==> config.mk <==
export PLATFORM = sky130hd
export DESIGN_NAME = sdram_phase_cal
export DESIGN_NICKNAME = d
export VERILOG_FILES = /design/src/rtl/sdram_pkg.sv /design/src/rtl/sdram_phase_win.sv /design/src/rtl/sdram_phase_cal.sv
export SDC_FILE = /design/constraint.sdc
export NUM_CORES = 1
export LEC_CHECK = 0
export CORE_UTILIZATION = 59
export CTS_CLUSTER_DIAMETER = 100
export DETAILED_ROUTE_END_ITERATION = 16
export PLACE_DENSITY = 0.87
export SLEW_MARGIN = 20
export SYNTH_ARGS = -nofsm -noshare
export SYNTH_HDL_FRONTEND = slang
export SYNTH_SLANG_ARGS = --single-unit
==> constraint.sdc <==
create_clock -name sclk0 -period 7.36 [get_ports sclk0]
set_input_delay 1.472 -clock sclk0 [delete_from_list [all_inputs] [get_ports sclk0]]
set_output_delay 1.472 -clock sclk0 [all_outputs]
set_load 0.02 [all_outputs]
==> src/rtl/sdram_pkg.sv <==
// Shared constants for the SDRAM read-capture calibration logic:
// phase-detector command codes, detector status codes and sequencer states.
package sdram_pkg;

  localparam logic [3:0] CMD_CLR    = 4'h0;
  localparam logic [3:0] CMD_INC    = 4'h1;
  localparam logic [3:0] CMD_DEC    = 4'h2;
  localparam logic [3:0] CMD_DCMRST = 4'h3;
  localparam logic [3:0] CMD_INC90  = 4'h4;
  localparam logic [3:0] CMD_RST90  = 4'hC;

  localparam logic [1:0] PE_NODATA = 2'd0;
  localparam logic [1:0] PE_LATE   = 2'd1;
  localparam logic [1:0] PE_EARLY  = 2'd2;
  localparam logic [1:0] PE_OK     = 2'd3;

  typedef enum logic [3:0] {
    ST_IDLE,
    ST_R90,
    ST_RDCM,
    ST_SETTLE,
    ST_CLR,
    ST_REQ,
    ST_WAITD,
    ST_DLY,
    ST_SAMPLE,
    ST_EVAL,
    ST_CRST,
    ST_CWAIT,
    ST_CSTEP
  } state_e;

endpackage

==> src/rtl/sdram_phase_win.sv <==
// Tracks runs of OK samples across one phase sweep and keeps the longest
// run seen so far (earliest run wins a tie).
module sdram_phase_win
  import sdram_pkg::*;
#(
  parameter int STEP_W = 8
) (
  input  logic              sclk0,
  input  logic              rst,
  input  logic              clr,
  input  logic              sample,
  input  logic              ok,
  input  logic [STEP_W-1:0] step,
  output logic              found,
  output logic [STEP_W-1:0] win_first,
  output logic [STEP_W-1:0] win_last
);

  logic              found_q, found_d;
  logic              in_run_q, in_run_d;
  logic [STEP_W-1:0] first_q, first_d;
  logic [STEP_W-1:0] last_q, last_d;
  logic [STEP_W-1:0] run_first_q, run_first_d;
  logic [STEP_W-1:0] run_start;
  logic [STEP_W-1:0] run_len;
  logic [STEP_W-1:0] best_len;

  always_ff @(posedge sclk0 or posedge rst) begin
    if (rst) begin
      found_q     <= 1'b0;
      in_run_q    <= 1'b0;
      first_q     <= '0;
      last_q      <= '0;
      run_first_q <= '0;
    end else begin
      found_q     <= found_d;
      in_run_q    <= in_run_d;
      first_q     <= first_d;
      last_q      <= last_d;
      run_first_q <= run_first_d;
    end
  end

  always_comb begin
    found_d     = found_q;
    in_run_d    = in_run_q;
    first_d     = first_q;
    last_d      = last_q;
    run_first_d = run_first_q;
    // Steps are sampled in order, so a run is contiguous exactly while every sample is OK.
    run_start   = in_run_q ? run_first_q : step;
    run_len     = step - run_start;
    best_len    = last_q - first_q;
    if (clr) begin
      found_d     = 1'b0;
      in_run_d    = 1'b0;
      first_d     = '0;
      last_d      = '0;
      run_first_d = '0;
    end else if (sample) begin
      if (ok) begin
        in_run_d    = 1'b1;
        run_first_d = run_start;
        if (!found_q || (run_len > best_len)) begin
          found_d = 1'b1;
          first_d = run_start;
          last_d  = step;
        end
      end else begin
        in_run_d = 1'b0;
      end
    end
  end

  assign found     = found_q;
  assign win_first = first_q;
  assign win_last  = last_q;

endmodule

==> src/rtl/sdram_phase_cal.sv <==
// DQS read-capture calibration: sweeps the DCM fine phase per phase90 position,
// finds the widest OK window from the phase detector and re-centres the DCM in it.
module sdram_phase_cal
  import sdram_pkg::*;
#(
  parameter int STEP_W     = 8,
  parameter int MAX_STEPS  = 200,
  parameter int SETTLE     = 32,
  parameter int SAMPLE_DLY = 4,
  parameter int MAX_PH90   = 4
) (
  input  logic              sclk0,
  input  logic              rst,
  input  logic              start,
  output logic              busy,
  output logic              done,
  output logic              fail,
  output logic              pre_wcmd,
  output logic [3:0]        wd,
  input  logic [1:0]        ph_err,
  output logic              rd_req,
  input  logic              rd_ack,
  input  logic              rd_done,
  output logic [STEP_W-1:0] win_first,
  output logic [STEP_W-1:0] win_last,
  output logic [1:0]        ph90
);

  localparam int               CNT_W      = $clog2(SETTLE + SAMPLE_DLY + 1);
  localparam logic [STEP_W-1:0] LAST_STEP = STEP_W'(MAX_STEPS - 1);
  localparam logic [CNT_W-1:0]  SETTLE_END = CNT_W'(SETTLE - 1);
  localparam logic [CNT_W-1:0]  DLY_END    = CNT_W'(SAMPLE_DLY - 1);
  localparam logic [1:0]        LAST_PH90  = 2'(MAX_PH90 - 1);

  state_e            state_q, state_d;
  logic [CNT_W-1:0]  cnt_q, cnt_d;
  logic [STEP_W-1:0] step_q, step_d;
  logic [STEP_W-1:0] target_q, target_d;
  logic [1:0]        ph90_q, ph90_d;
  logic              done_q, done_d;
  logic              fail_q, fail_d;
  logic              win_clr, win_sample, found;
  logic [STEP_W:0]   win_sum;

  sdram_phase_win #(
    .STEP_W(STEP_W)
  ) u_win (
    .sclk0    (sclk0),
    .rst      (rst),
    .clr      (win_clr),
    .sample   (win_sample),
    .ok       (ph_err == PE_OK),
    .step     (step_q),
    .found    (found),
    .win_first(win_first),
    .win_last (win_last)
  );

  assign win_sum = {1'b0, win_first} + {1'b0, win_last};

  always_ff @(posedge sclk0 or posedge rst) begin
    if (rst) begin
      state_q  <= ST_IDLE;
      cnt_q    <= '0;
      step_q   <= '0;
      target_q <= '0;
      ph90_q   <= '0;
      done_q   <= 1'b0;
      fail_q   <= 1'b0;
    end else begin
      state_q  <= state_d;
      cnt_q    <= cnt_d;
      step_q   <= step_d;
      target_q <= target_d;
      ph90_q   <= ph90_d;
      done_q   <= done_d;
      fail_q   <= fail_d;
    end
  end

  always_comb begin
    state_d    = state_q;
    cnt_d      = '0;
    step_d     = step_q;
    target_d   = target_q;
    ph90_d     = ph90_q;
    done_d     = done_q;
    fail_d     = fail_q;
    pre_wcmd   = 1'b0;
    wd         = CMD_CLR;
    rd_req     = 1'b0;
    win_clr    = 1'b0;
    win_sample = 1'b0;
    case (state_q)
      ST_IDLE: begin
        if (start) begin
          done_d  = 1'b0;
          fail_d  = 1'b0;
          state_d = ST_R90;
        end
      end
      ST_R90: begin
        pre_wcmd = 1'b1;
        wd       = CMD_RST90;
        ph90_d   = '0;
        state_d  = ST_RDCM;
      end
      ST_RDCM: begin
        pre_wcmd = 1'b1;
        wd       = CMD_DCMRST;
        step_d   = '0;
        win_clr  = 1'b1;
        state_d  = ST_SETTLE;
      end
      ST_SETTLE: begin
        if (cnt_q == SETTLE_END) state_d = ST_CLR;
        else cnt_d = cnt_q + 1'b1;
      end
      ST_CLR: begin
        pre_wcmd = 1'b1;
        wd       = CMD_CLR;
        state_d  = ST_REQ;
      end
      ST_REQ: begin
        rd_req = 1'b1;
        // A done arriving with the ack means the burst already returned.
        if (rd_ack) state_d = rd_done ? ST_DLY : ST_WAITD;
      end
      ST_WAITD: begin
        if (rd_done) state_d = ST_DLY;
      end
      ST_DLY: begin
        if (cnt_q == DLY_END) state_d = ST_SAMPLE;
        else cnt_d = cnt_q + 1'b1;
      end
      ST_SAMPLE: begin
        win_sample = 1'b1;
        if (step_q == LAST_STEP) begin
          state_d = ST_EVAL;
        end else begin
          pre_wcmd = 1'b1;
          wd       = CMD_INC;
          step_d   = step_q + 1'b1;
          state_d  = ST_SETTLE;
        end
      end
      ST_EVAL: begin
        if (found) begin
          target_d = win_sum[STEP_W:1];
          state_d  = ST_CRST;
        end else if (ph90_q == LAST_PH90) begin
          fail_d  = 1'b1;
          state_d = ST_IDLE;
        end else begin
          pre_wcmd = 1'b1;
          wd       = CMD_INC90;
          ph90_d   = ph90_q + 1'b1;
          state_d  = ST_RDCM;
        end
      end
      ST_CRST: begin
        pre_wcmd = 1'b1;
        wd       = CMD_DCMRST;
        step_d   = '0;  // step counter reused as the centring increment count
        state_d  = ST_CWAIT;
      end
      ST_CWAIT: begin
        if (cnt_q == SETTLE_END) state_d = ST_CSTEP;
        else cnt_d = cnt_q + 1'b1;
      end
      ST_CSTEP: begin
        if (step_q < target_q) begin
          pre_wcmd = 1'b1;
          wd       = CMD_INC;
          step_d   = step_q + 1'b1;
          state_d  = ST_CWAIT;
        end else begin
          done_d  = 1'b1;
          state_d = ST_IDLE;
        end
      end
      default: state_d = ST_IDLE;
    endcase
  end

  assign busy = (state_q != ST_IDLE);
  assign done = done_q;
  assign fail = fail_q;
  assign ph90 = ph90_q;

endmodule

; ---- Word-level counts from Yosys, hierarchy flattened
; Cells that the tools add are included.
[classes]
n_addsub = 6
multipliers = 0
div = 0
magnitude_cmp = 2
eq_ne = 29
shifts = 0
n_mux = 59
n_bitwise = 0
reduce_logical = 22
[ops]
columns = op, n
row1 = two-way mux 8 bit, 14
row2 = case mux 4 bit (13 select lines), 1
row3 = two-way mux 4 bit, 9
row4 = != test 2 bit (second input constant), 12
row5 = case mux 8 bit (3 select lines), 1
row6 = two-way mux 1 bit, 21
row7 = == test 4 bit (second input constant), 5
row8 = case mux 4 bit (5 select lines), 1
row9 = == test 4 x 3 -> 1 bit (second input constant), 4
row10 = subtractor 8 bit, 2
row11 = two-way mux 6 bit, 2
row12 = case mux 6 bit (2 select lines), 1
row13 = AND reduction 3 bit, 4
row14 = nonzero test 2 bit, 6
row15 = adder 8 x 8 -> 9 bit, 1
row16 = adder 8 x 1 -> 8 bit (second input constant), 1
row17 = == test 4 x 2 -> 1 bit (second input constant), 2
row18 = == test 8 bit (second input constant), 1
row19 = greater-than comparator 8 bit, 1
row20 = < comparator 8 bit, 1
row21 = adder 6 x 1 -> 6 bit (second input constant), 1
row22 = == test 6 x 2 -> 1 bit (second input constant), 1
row23 = == test 6 x 5 -> 1 bit (second input constant), 1
row24 = two-way mux 2 bit, 3
row25 = other kinds (17), 22
[totals]
register_bits = 56
latchBits = 0
ram_bits = 0
romBits = 0
input_bits = 7
output_inout_bits = 27
word_cells = 130
n_memories = 0

; ---- Logic depth before layout (Yosys ltp)
[logic_depth]
word_depth = 8
ltp_mapped = 18
depth_no_buf = 15

; ---- Modules after synthesis
; A second synthesis with hierarchy kept.
[unflattened]
cells_unflattened = 447
hier_area_um2 = 4065.1
[modules_own_cells]
columns = module, instances, cells_per_inst, area_per_inst_um2, seq_area_each_um2
row1 = sdram_phase_cal, 1, 249, 2135.8, 750.7
row2 = sdram_phase_win, 1, 198, 1929.4, 650.6

; ---- Least setup slack after synthesis
; OpenSTA, ideal clock, no wires.
[synth_path]
path_kind = flip-flop to flip-flop
start = register u_win.in_run_q
end = register u_win.first_q[4] (netlist: u_win.win_first[4])
setup_ns = 0.136
t_arrival_ns = 3.609
t_required_ns = 7.224
path_slack_ns = 3.615
stages_incl_launch_ff = 19
n_path_buf = 3
period_less_slack_ns = 3.745
cell_sequence = dfrtp_1 > buf_1 > mux2i_1 > inv_1 > ha_1 > fa_1 > nor2b_1 > o21ai_0 > a21boi_0 > or4_1 > nand3_1 > ha_1 > nand2_1 > o21ai_0 > nor3b_1 > a221o_1 > buf_6 > buf_12 > mux2i_1
[synth_between]
elab_chain_len = 6
word_cells_on_any_way = 10
cone_classes = 1 x add/sub / 1 x order compare / 5 x mux / 3 x reduce/logical
[synth_lines]
columns = element, line_no
row1 = start: declaration, sdram_phase_win.sv:20  ; logic in_run_q, in_run_d;
row2 = start signal: assignment, sdram_phase_win.sv:37  ; in_run_q <= in_run_d;
row3 = two-way mux 8 bit *, sdram_phase_win.sv:51  ; run_start = in_run_q ? run_first_q : step;
row4 = subtractor 8 bit, sdram_phase_win.sv:52  ; run_len = step - run_start;
row5 = greater-than comparator 8 bit, sdram_phase_win.sv:64  ; if (!found_q || (run_len > best_len)) begin
row6 = logical OR 1 bit, sdram_phase_win.sv:64
row7 = nonzero test 2 bit (no source line), --
row8 = AND reduction 3 bit (no source line), --
row9 = end signal: assignment, sdram_phase_win.sv:38  ; first_q <= first_d;
row10 = end: declaration, sdram_phase_win.sv:21  ; logic [STEP_W-1:0] first_q, first_d;
; Every way passes the cells marked *; elsewhere a longest branch is shown, timed or not. The select of a mux whose other input is x is not followed.
; A chain may end at the register's enable or synchronous reset.

; ---- Worst setup path after layout
[layout_path]
start = register state_q[2]
end = output wd[0]
[layout_between]
elab_chain_len = 3
word_cells_on_any_way = 8
cone_classes = 6 x eq/ne / 1 x mux / 1 x reduce/logical
[layout_lines]
columns = element, line_no
row1 = start: declaration, sdram_phase_cal.sv:35  ; state_e state_q, state_d;
row2 = start signal: assignment, sdram_phase_cal.sv:71  ; state_q <= state_d;
row3 = == test 4 bit or == test 4 x 2 -> 1 bit (tied branches), sdram_phase_cal.sv:94  ; case (state_q)
row4 = OR reduction 2 bit (no source line), --
row5 = case mux 4 bit (5 select lines) *, sdram_phase_cal.sv:94
row6 = end: declaration, sdram_phase_cal.sv:19  ; output logic [3:0] wd,
; Every way passes the cells marked *; elsewhere a longest branch is shown, timed or not.

==> results.toml <==
[timing]
fin_tns_setup_ns = 0
relSlewSlack_pct = 28.9
fmax_mhz = 220
max_slew.worst_pin.slew_ns = 1.06
period_share_pct = 61.7
setup_violations = 0
rsz0062_at_grt = "no"
finalCriticalPeriod_ns = 4.54
drv_slew = 0
clock_skew_ns = 0.0111
hold_viol = 0

[global_routing]
grt_max_degree = 57
grtUsageMet3_pct = 4.72
gr-usage-all-layers_pct = 29.2
grt-busiest-layer = "met2"
met2_usage_pct = 47.6
overflow = 0
grt_use_met1_pct = 39.9
antenna_found_initial = 0
grt_pass1_wl_um = 16700
grt_pass1_vias = 3395

[worst_setup_path]
cp_top_family = "buffers and inverters"
end_kind = "output pin"
critPathArrivalTime_ns = 3.07
cp-start-kind = "flop"
critPathRequiredTime_ns = 5.89
slowest_delay_ns = 0.78
path_buf_inv = 3
crit_chain = "clkinv_1, nand3_1, inv_1, a311o_1, and2_1, clkdlybuf4s50_1"
crit_slowest_cell = "dfrtp_1"
crit_type = "reg -> out"
path_max_fanout = 19

[finish]
fin_cells = 586
nNetsFinal = 541
drive_gt1_share_pct = 2.24
area_delta_synth_final_pct = 10.9
n_antenna_cell = 0

[route]
postRouteAntennaNets = 0
drt_iter0_markers = 286
firstDrtPassIters = 9
wl_um = 10000
vias = 3513
wl_per_cell_um = 17.1
via_per_inst = 5.99
drc = 0

[synthesis]
synthTopCellsByCount = "dfrtp_1 (56), nand2_1 (54), inv_1 (45)"
ys_seq_area_share_pct = 33.9
syn_avg_cell_area_um2 = 8.86
syn-instance-count = 467
ys_types = 55
yosysMostFrequentCell = "dfrtp_1"
synth_area_um2 = 4140
synth_area_leaders = "dfrtp_1 (34%), ha_1 (13%), mux2i_1 (7.7%)"
syn-num-nets = 519
ys.warnings.count = 0
synth-edff-count = 0
synth_largest_area_cell = "dfrtp_1"
yosys_most_used_dff = "dfrtp_1"
synth_top_area_share_pct = 33.9
ys_seq_elements = 56
synthArstFlopShare_pct = 100

[floorplanning]
pin_count = 34
dieArea_um2 = 7350
num_rows = 30
die_height_um = 85.7
start_util_pct = 60.9
die_x_um = 85.7
core_um2 = 6790

[clock_tree]
htreeDepth = 2
clock_latency_ns = 0.31
cts_tree = "yes"
ctsResizeCount = 0
clk_pin_slew_worst_paths_ns = 0.10
cts.sinks = 56
cts_made_buffers = 5
clock-root-buffer = "clkbuf_8"
hold_buffers = 0
post_cts_buffers = 0
cts_buffer_depth = 2

[power_and_ir_drop]
p_seq_share_pct = 28.5
p_per_area_nw_per_um2 = 389
clkPwrFrac_pct = 11.0
power.internal_uw = 930
power.net_switching_uw = 857
power_frac_comb_pct = 60.5
ir_worst_vdd_uv = 163
p_leak_nw = 2.14
sw_frac_of_total_pct = 48.0

[hold_path]
hold_path.class = "reg -> reg"

[status]
status = "complete, no violations"

[run]
drv_cap = 0

[placement]
gp_congestion = 0.894
post-dp-hpwl_um = 7500
dp_cells = 578
port_buffers = 33
stage by stage:
step	util (%)	power [mW]	cell area, um^2	setup slack (ns)	hold slack [ns]
2_1_floorplan	-	1.25	4140	3.62	0.433
4_1_cts	67.5	1.78	4590	2.82	0.484
5_1_grt	67.5	1.92	4590	2.57	0.506
3_3_place_gp	65.9	1.51	4480	3.29	0.451
6_report	67.5	1.79	4590	2.82	0.476
3_5_place_dp	65.9	1.56	4480	2.99	0.472
state kept, by name (all words and copies together), names as in the netlist, 2 cells and up:
signal             cells
cnt_q                  6
ph90                   2
state_q                4
step_q                 8
target_q               8
u_win.run_first_q      8
u_win.win_first        8
u_win.win_last         8
cells by family (layout without fill, tap and decap cells):
logic type,after synthesis,after routing,share of synthesized area (%)
flip-flops,56,56,33.9
buffers and inverters,65,88,6.96
AO/OA/AOI/OAI,101,101,15.7
multiplexers,32,32,7.74
XOR/XNOR,18,18,3.81
AND/OR/NAND/NOR,150,150,17.8
adder cells (fa/ha/maj),45,45,14.2
cell type report:
class / count / area (um^2)
sequential: 56 / 1400
timing repair buffer: 34 / 338
tap: 96 / 120
inverter: 46 / 173
clock buffer: 6 / 72.6
multi-input combinational: 346 / 2450
fill: 537 / 2210
clock inverter: 2 / 35.0
power groups by stage:
stage	clock [mW]	sequential (mW)	combinational, mW
floorplan	0	0.473	0.777
global placement	0	0.508	1.00
detailed placement	0	0.512	1.05
CTS	0.200	0.505	1.07
global route	0.216	0.523	1.18
finish	0.197	0.509	1.08
worst paths after layout:
| path | start | to | slack, ns | cells past startpoint |
|---|---|---|---|---|
| setup reg to reg | u_win.in_run_q$_DFFE_PP0P_ | u_win.win_last[0]$_DFFE_PP0P_ | 2.85 | 15 |
| setup / recovery | state_q[2]$_DFFE_PP0P_ | wd[0] | 2.82 | 6 |
| min in group asynchronous | rst | cnt_q[0]$_DFF_PP0_ | 1.67 | 3 |
| max in group asynchronous | rst | u_win.found$_DFFE_PP0P_ | 5.20 | 3 |
| hold reg to reg | cnt_q[0]$_DFF_PP0_ | cnt_q[0]$_DFF_PP0_ | 0.48 | 1 |
| hold / removal | cnt_q[0]$_DFF_PP0_ | cnt_q[0]$_DFF_PP0_ | 0.48 | 1 |
routing by layer:
layer / vias up / wire (um) / share of wire [%]
met5: - / 0 / 0
met4: 0 / 172 / 1.7
met3: 17 / 557 / 5.6
met2: 121 / 4770 / 48
met1: 1693 / 4510 / 45
li1: 1682 / - / -
cell usage in the layout (no fill, tap or decap), types with 3 or more instances in the layout:
cell type	Yosys	layout
a211oi_1	8	8
a21o_1	3	3
a21oi_1	21	21
a22oi_1	3	3
a31oi_1	5	5
and3_1	3	3
clkbuf_8	0	5
clkdlybuf4s50_1	0	33
dfrtp_1	56	56
fa_1	3	3
ha_1	42	42
inv_1	45	44
mux2i_1	32	32
nand2_1	54	54
nand2b_1	5	5
nand3_1	20	20
nand3b_1	3	3
nand4_1	6	6
nor2_1	30	30
nor2b_1	7	7
nor3_1	10	10
o211ai_1	10	10
o21ai_0	28	28
o21bai_1	3	3
o31ai_1	4	4
xnor2_1	13	13
xor2_1	5	5
No activity file was read; power rests on OpenSTA's default activity.
